--- src/rtl/cache_mem_rd_arbiter.sv ---
// rtl/cache_mem_rd_arbiter.sv - icache/dcache burst read arbiter onto a single memory read port (option: CACHE_ARB_RR_EN)
module cache_mem_rd_arbiter #(
  parameter int ADDR_W = 32,
  parameter int DATA_W = 64
) (
  input  logic              clk,
  input  logic              rst_n,
  input  logic [ADDR_W-1:0] i_raddr_i,
  input  logic              i_raddr_valid_i,
  input  logic [7:0]        i_rmask_i,
  input  logic [3:0]        i_rsize_i,
  input  logic [7:0]        i_rlen_i,
  output logic              i_rdata_ready_o,
  output logic [DATA_W-1:0] i_rdata_o,
  input  logic [ADDR_W-1:0] d_raddr_i,
  input  logic              d_raddr_valid_i,
  input  logic [7:0]        d_rmask_i,
  input  logic [3:0]        d_rsize_i,
  input  logic [7:0]        d_rlen_i,
  output logic              d_rdata_ready_o,
  output logic [DATA_W-1:0] d_rdata_o,
  output logic [ADDR_W-1:0] ram_raddr_o,
  output logic              ram_raddr_valid_o,
  output logic [7:0]        ram_rmask_o,
  output logic [3:0]        ram_rsize_o,
  output logic [7:0]        ram_rlen_o,
  input  logic              ram_rdata_ready_i,
  input  logic [DATA_W-1:0] ram_rdata_i
);

  typedef enum logic [1:0] {
    ST_IDLE  = 2'd0,
    ST_GNT_I = 2'd1,
    ST_GNT_D = 2'd2
  } state_t;

  localparam logic LG_I = 1'b0;
  localparam logic LG_D = 1'b1;

  state_t     r_state;
  state_t     w_state_nxt;
  logic [7:0] r_beat_cnt;
  logic [7:0] w_beat_cnt_nxt;
  logic [7:0] r_rlen;
  logic [7:0] w_rlen_nxt;
  logic       r_last_grant;
  logic       w_last_grant_nxt;
  logic       w_prio_d;
  logic       w_pick_d;
  logic       w_x_valid;
  logic       w_hs;

  // Tie-break when both caches request in the same IDLE cycle
`ifdef CACHE_ARB_RR_EN
  assign w_prio_d = (r_last_grant == LG_I);
`else
  assign w_prio_d = 1'b1;
`endif

  assign w_pick_d  = d_raddr_valid_i & (~i_raddr_valid_i | w_prio_d);
  assign w_x_valid = ((r_state == ST_GNT_I) & i_raddr_valid_i) |
                     ((r_state == ST_GNT_D) & d_raddr_valid_i);
  assign w_hs      = w_x_valid & ram_rdata_ready_i;

  // Read data is broadcast; each cache qualifies it with its own ready
  assign i_rdata_o = ram_rdata_i;
  assign d_rdata_o = ram_rdata_i;

  // Route the granted master onto the memory port and return its handshake
  always_comb begin
    ram_raddr_o       = '0;
    ram_raddr_valid_o = 1'b0;
    ram_rmask_o       = '0;
    ram_rsize_o       = '0;
    ram_rlen_o        = '0;
    i_rdata_ready_o   = 1'b0;
    d_rdata_ready_o   = 1'b0;
    case (r_state)
      ST_GNT_I: begin
        ram_raddr_o       = i_raddr_i;
        ram_raddr_valid_o = i_raddr_valid_i;
        ram_rmask_o       = i_rmask_i;
        ram_rsize_o       = i_rsize_i;
        ram_rlen_o        = i_rlen_i;
        i_rdata_ready_o   = w_hs;
      end
      ST_GNT_D: begin
        ram_raddr_o       = d_raddr_i;
        ram_raddr_valid_o = d_raddr_valid_i;
        ram_rmask_o       = d_rmask_i;
        ram_rsize_o       = d_rsize_i;
        ram_rlen_o        = d_rlen_i;
        d_rdata_ready_o   = w_hs;
      end
      default: ;
    endcase
  end

  // Arbitration, beat counting, last-beat and abort detection
  always_comb begin
    w_state_nxt      = r_state;
    w_beat_cnt_nxt   = r_beat_cnt;
    w_rlen_nxt       = r_rlen;
    w_last_grant_nxt = r_last_grant;
    case (r_state)
      ST_IDLE: begin
        if (i_raddr_valid_i | d_raddr_valid_i) begin
          w_beat_cnt_nxt = '0;
          if (w_pick_d) begin
            w_state_nxt = ST_GNT_D;
            w_rlen_nxt  = d_rlen_i;
          end else begin
            w_state_nxt = ST_GNT_I;
            w_rlen_nxt  = i_rlen_i;
          end
        end
      end
      ST_GNT_I, ST_GNT_D: begin
        if (!w_x_valid) begin
          // Master withdrew mid-burst: release the port, keep last_grant
          w_state_nxt    = ST_IDLE;
          w_beat_cnt_nxt = '0;
        end else if (w_hs) begin
          if (r_beat_cnt == r_rlen) begin
            w_state_nxt      = ST_IDLE;
            w_beat_cnt_nxt   = '0;
            w_last_grant_nxt = (r_state == ST_GNT_D) ? LG_D : LG_I;
          end else begin
            w_beat_cnt_nxt = r_beat_cnt + 8'd1;
          end
        end
      end
      default: begin
        w_state_nxt    = ST_IDLE;
        w_beat_cnt_nxt = '0;
      end
    endcase
  end

  // State register with asynchronous reset
  always_ff @(posedge clk or negedge rst_n) begin
    if (!rst_n) begin
      r_state      <= ST_IDLE;
      r_beat_cnt   <= '0;
      r_rlen       <= '0;
      r_last_grant <= LG_D;
    end else begin
      r_state      <= w_state_nxt;
      r_beat_cnt   <= w_beat_cnt_nxt;
      r_rlen       <= w_rlen_nxt;
      r_last_grant <= w_last_grant_nxt;
    end
  end

endmodule
--- config.mk ---
export PLATFORM = sky130hd
export DESIGN_NAME = cache_mem_rd_arbiter
export DESIGN_NICKNAME = d
export VERILOG_FILES = /design/src/rtl/cache_mem_rd_arbiter.sv
export SDC_FILE = /design/constraint.sdc
export NUM_CORES = 1
export LEC_CHECK = 0
export ABC_AREA = 1
export BUFFER_PORTS_ARGS = -buffer_cell sky130_fd_sc_hd__buf_2
export CORE_AREA = 2 2 138 140
export DETAILED_ROUTE_END_ITERATION = 7
export DIE_AREA = 0 0 140 142
export SYNTH_ARGS = -nofsm -noshare
export SYNTH_HDL_FRONTEND = slang
export SYNTH_SLANG_ARGS = --single-unit
--- constraint.sdc ---
create_clock -name clk -period 4.05 [get_ports clk]
set_input_delay 0.2025 -clock clk [delete_from_list [all_inputs] [get_ports clk]]
set_output_delay 0.2025 -clock clk [all_outputs]
set_load 0.01 [all_outputs]
[Yosys cells after proc, flatten, opt, wreduce, memory -nomap -nowiden]
Index checks and enable logic that the tools add are counted.
Word-level totals
  output and inout bits: 183
  word-level logic and storage cells: 39
  register bits after elaboration: 18
Operators by class
  mux-type cells: 19
  bitwise gates (word level): 5
  reduce and logical (&&, ||, !) cells: 5
  add/sub/neg operators: 1
  equal/unequal tests: 6
Operators by type and width (count)
  $pmux W32 S2: 1
  $pmux W8 S2: 3
  $mux W8: 5
  $mux W2: 5
  $add A8 B1 Y8 const B: 1
  $eq A8 B8 Y1: 1
  $pmux W4 S2: 1
  $ne A3 B3 Y1 const B: 2
  $pmux W2 S2: 1
  $reduce_and A2 Y1: 2
  $and A1 B1 Y1: 3
  $reduce_and A3 Y1: 1
  $eq A2 B1 Y1 const B: 1
  $eq A2 B2 Y1 const B: 1
  $logic_not A2 Y1: 1
  $mux W1: 2
  $ne A2 B2 Y1 const B: 1
  $or A1 B1 Y1: 2
  $pmux W1 S2: 1
  $reduce_or A2 Y1: 1

[Logic depth before layout (Yosys ltp)]
  depth in word-level cells: 7
  mapped depth: 13
  depth with buffers taken out: 11

[Worst setup path before layout]
OpenSTA, ideal clock, no wires.
  path kind: register to output
  start: reg r_state[1]
  end: out ram_raddr_o[1]
  stages on the path, launching flop included: 7
  setup slack: 2.565 ns
  data arrival time: 1.282 ns
  required time: 3.848 ns
  cell sequence: dfrtp_1 > inv_1 > ha_1 > buf_6 > clkbuf_1 > nand2_1 > a21oi_1
Between the ends
  cells in the longest elaborated chain, start to end: 2
  elaborated cells on any way between the ends: 3
  classes of those cells: eq/ne: 2; mux: 1
RTL lines
  from (decl): RTL line 40  | state_t r_state;
  from (signal assigned): RTL line 148  | r_state <= w_state_nxt;
  $eq A2 B2 Y1 or $eq A2 B1 Y1 (tied branches): RTL line 78  | case (r_state)
  $pmux W32 S2 (*): RTL line 78
  to (decl): RTL line 22  | output logic [ADDR_W-1:0] ram_raddr_o,
Every way passes the cells marked *; elsewhere a longest branch is shown, timed or not.

[Worst setup path in the final report]
  start: reg r_state[1]
  end: out ram_rmask_o[1]
Between the ends
  cells in the longest elaborated chain, start to end: 2
  elaborated cells on any way between the ends: 3
  classes of those cells: eq/ne: 2; mux: 1
RTL lines
  $eq A2 B2 Y1 or $eq A2 B1 Y1 (tied branches): RTL line 78
  $pmux W8 S2 (*): RTL line 78
  to (decl): RTL line 24  | output logic [7:0] ram_rmask_o,
Marked as above.

==> results.txt <==
Leak Pwr: 1.51 nW
P_sw: 0.809 mW
switch share: 53.6%
post-synthesis cell count: 462
Layout area overhead: 4.78%
Setup TNS Final: 0 ps
Area contributors post-synth: buf_4 34%, nand2_1 21%, dfrtp_1 16%, a21oi_1 9.1%, nor2_1 2.9%
kind of cell adding the most delay to the critical path: adder cells
sequential power share: 18.3%
sequential area share after synthesis: 15.8%
critical path arrival: 2300 ps
Clock Latency Late Sink: 250 ps
synthesized cell area: 2850 um2
unrepaired setup endpoints after global routing: no
Routed WL per cell: 14.9 um
Logic pwr share: 68.6%
Cell variety after synth: 27
status: finished with violations
PD cells: 506 nW/um2
maximum clock rate: 0.400 GHz
VDD IR max: 0.266 mV
number of DRC markers in iteration 0: 160
CTS tree: yes
xor and xnor area share after synthesis: 0.921%
Required @ worst endpoint: 3850 ps
cell with the most instances after synthesis: nand2_1
# clock sinks: 18
total number of vias: 2782
routed vias/inst: 3.89
Top FF cell, synth: dfrtp_1
detailed placement HPWL: 8770 um
Ant. Diodes: 0
vias in the first global route: 2650
P_int: 0.702 mW
global-route wire length before repair: 15300 um
CTS root buf: clkbuf_16
drt total wl: 10600 um
Worst-path clk slew: 50 ps
number of synthesized flops with an enable pin: 0
Tightest Pin Transition: 1160 ps
final worst-path cycle share: 61.8%
H-tree depth: 1
worst rel slew slack: 22.4%
clock skew: 4.05 ps
Die H: 142 um
setup slack, reg-to-reg: 1670 ps
buffers plus inverters on the worst setup path: 2
CP endpoint kind: primary output
#FFs+latches synth: 18
Global Route Usage Sum: 9.95%
I/O pins: 356
final core occ: 16.2%
cts repair resizes: 0
share of post-route cells with drive strength above 1: 37.8%
Critical Path Stages: 5
overall power: 1.51 mW
antenna violations before repair: 0
Hold Buf Count CTS: 1
Final Hold Viols: 0
NumNets Final: 660
DRC Markers: 7
GR Overflow Total: 0
R2R depth: 10
Adder-Cell Fraction of Synth Area: 1.75%
Synth Net Count: 639
CP Cell Sequence: inv_1, ha_2, nand2_1, a21oi_1, buf_2
CP max stage delay: 960 ps
WS Path Type: register to primary output
Num CTS Buffers: 3
top cell type's share of synthesized area: 33.9%
post-synthesis mux area share: 0%
crit path time final: 2500 ps
worst-path maximum fanout: 54
Crit-path slowest cell: ha_2
cell accounting for the most synthesized area: buf_4
Post-synth ARST share: 100%
post-synthesis compound-gate area fraction: 12.8%
failing checks: DRC
DIE AREA: 19900 um2
clk buf depth: 2
Hold/Removal Path Class: input port to register
GPL Wtd Cong: 0.800
Post-synth top cells: 156 x nand2_1, 129 x buf_4, 52 x a21oi_1, 22 x nor2_1, 19 x inv_1
Post-CTS Setup Bufs: 0
Slew Limit Fails: 0
simple-gate area share of the yosys netlist: 28.6%
DIE WIDTH: 140 um
core area: 18500 um2
count of final setup violators: 0
row count: 50
1st-pass router iterations: 8
syn avg cell area: 6.17 um2
post-route ant nets: 0
max cap viols: 0
PortBufs: 163
Starting Density: 15.5%
hold path depth: 3
YS warnings: 0
Startpoint Class: register
largest family of logic cells by synthesized area: buffers and inverters
pin count of the biggest net entering global routing: 55
power share of the clock group: 13.1%
-- cells by family (layout without fill, tap and decap cells) --
family                     Yosys count  after routing
buffers and inverters              170            189
xor gates and xnor gates             3              3
adders and majority gates            4              4
and+or+nand+nor                    200            200
AOI/OAI and AO/OA                   67             67
DFF                                 18             18
-- path summary, 6_finish.rpt --
kind	startpoint	endpoint
max in group asynchronous	rst_n	r_beat_cnt[6]$_DFFE_PN0P_
worst min-delay path	d_rlen_i[1]	r_rlen[1]$_DFFE_PN0P_
worst max register to register	r_state[1]$_DFFE_PN0P_	r_beat_cnt[3]$_DFFE_PN0P_
worst min register to register	r_state[1]$_DFFE_PN0P_	r_state[1]$_DFFE_PN0P_
min in group asynchronous	rst_n	r_rlen[1]$_DFFE_PN0P_
worst max-delay path	r_state[1]$_DFFE_PN0P_	ram_rmask_o[1]
-- placed cells by master, fill, tap and decap left out, types with 2 or more instances in the layout --
cell         n
ha_1         2
nor3_1       2
xnor2_1      3
inv_1       19
buf_2      163
a21oi_1     52
nand3_1      5
nand2_1    156
nand2_2      5
and3_1       3
a31oi_1      8
o21ai_0      3
dfrtp_1     18
ha_2         2
inv_2        3
nor2_1      22
nand2_4      2
clkbuf_16    3
-- per-layer routing --
metal,part of all wire [%],track usage (%),vias to the layer above
met4,1.9,2.50,0
met5,0,1.50,-
met3,14,6.12,17
met2,50,17.6,215
met1,35,9.83,1201
li1,-,-,1349
-- through the flow --
step	setup slack [ps]	hold WS, ps	cells	area, um2
after floorplan	2570	-93.1	462	2850
after global placement	1760	161	711	2900
after detailed placement	1680	156	711	2900
after CTS	1480	217	715	2990
after global routing	1310	240	715	2990
final	1550	217	715	2990
-- area by class of cell --
cell class                 instances  area (um2)
fill                            2136       15500
tap                              234         293
clock buffer                       3        75.1
sequential                        18         450
multi-input combinational        274        1260
timing repair buffer             164         826
inverter                          22        82.6
-- state kept, by name, summed over array words and instances (netlist names) --
register / cells
r_state: 2
r_rlen: 8
r_beat_cnt: 8
-- power groups by stage --
stage	clock, mW	combinational (mW)	sequential (mW)
after floorplan	0	0.828	0.267
after global placement	0	1.03	0.278
after detailed placement	0	1.05	0.281
after CTS	0.201	1.05	0.277
after global routing	0.210	1.16	0.285
final	0.198	1.04	0.277
-- tightest hold or removal path: cells and delay by family --
kind	cells	cell delay, ps
simple gates	1	50
compound gates	1	70
buf+inv	1	110
Note: power is estimated with default switching activity, not from simulation.
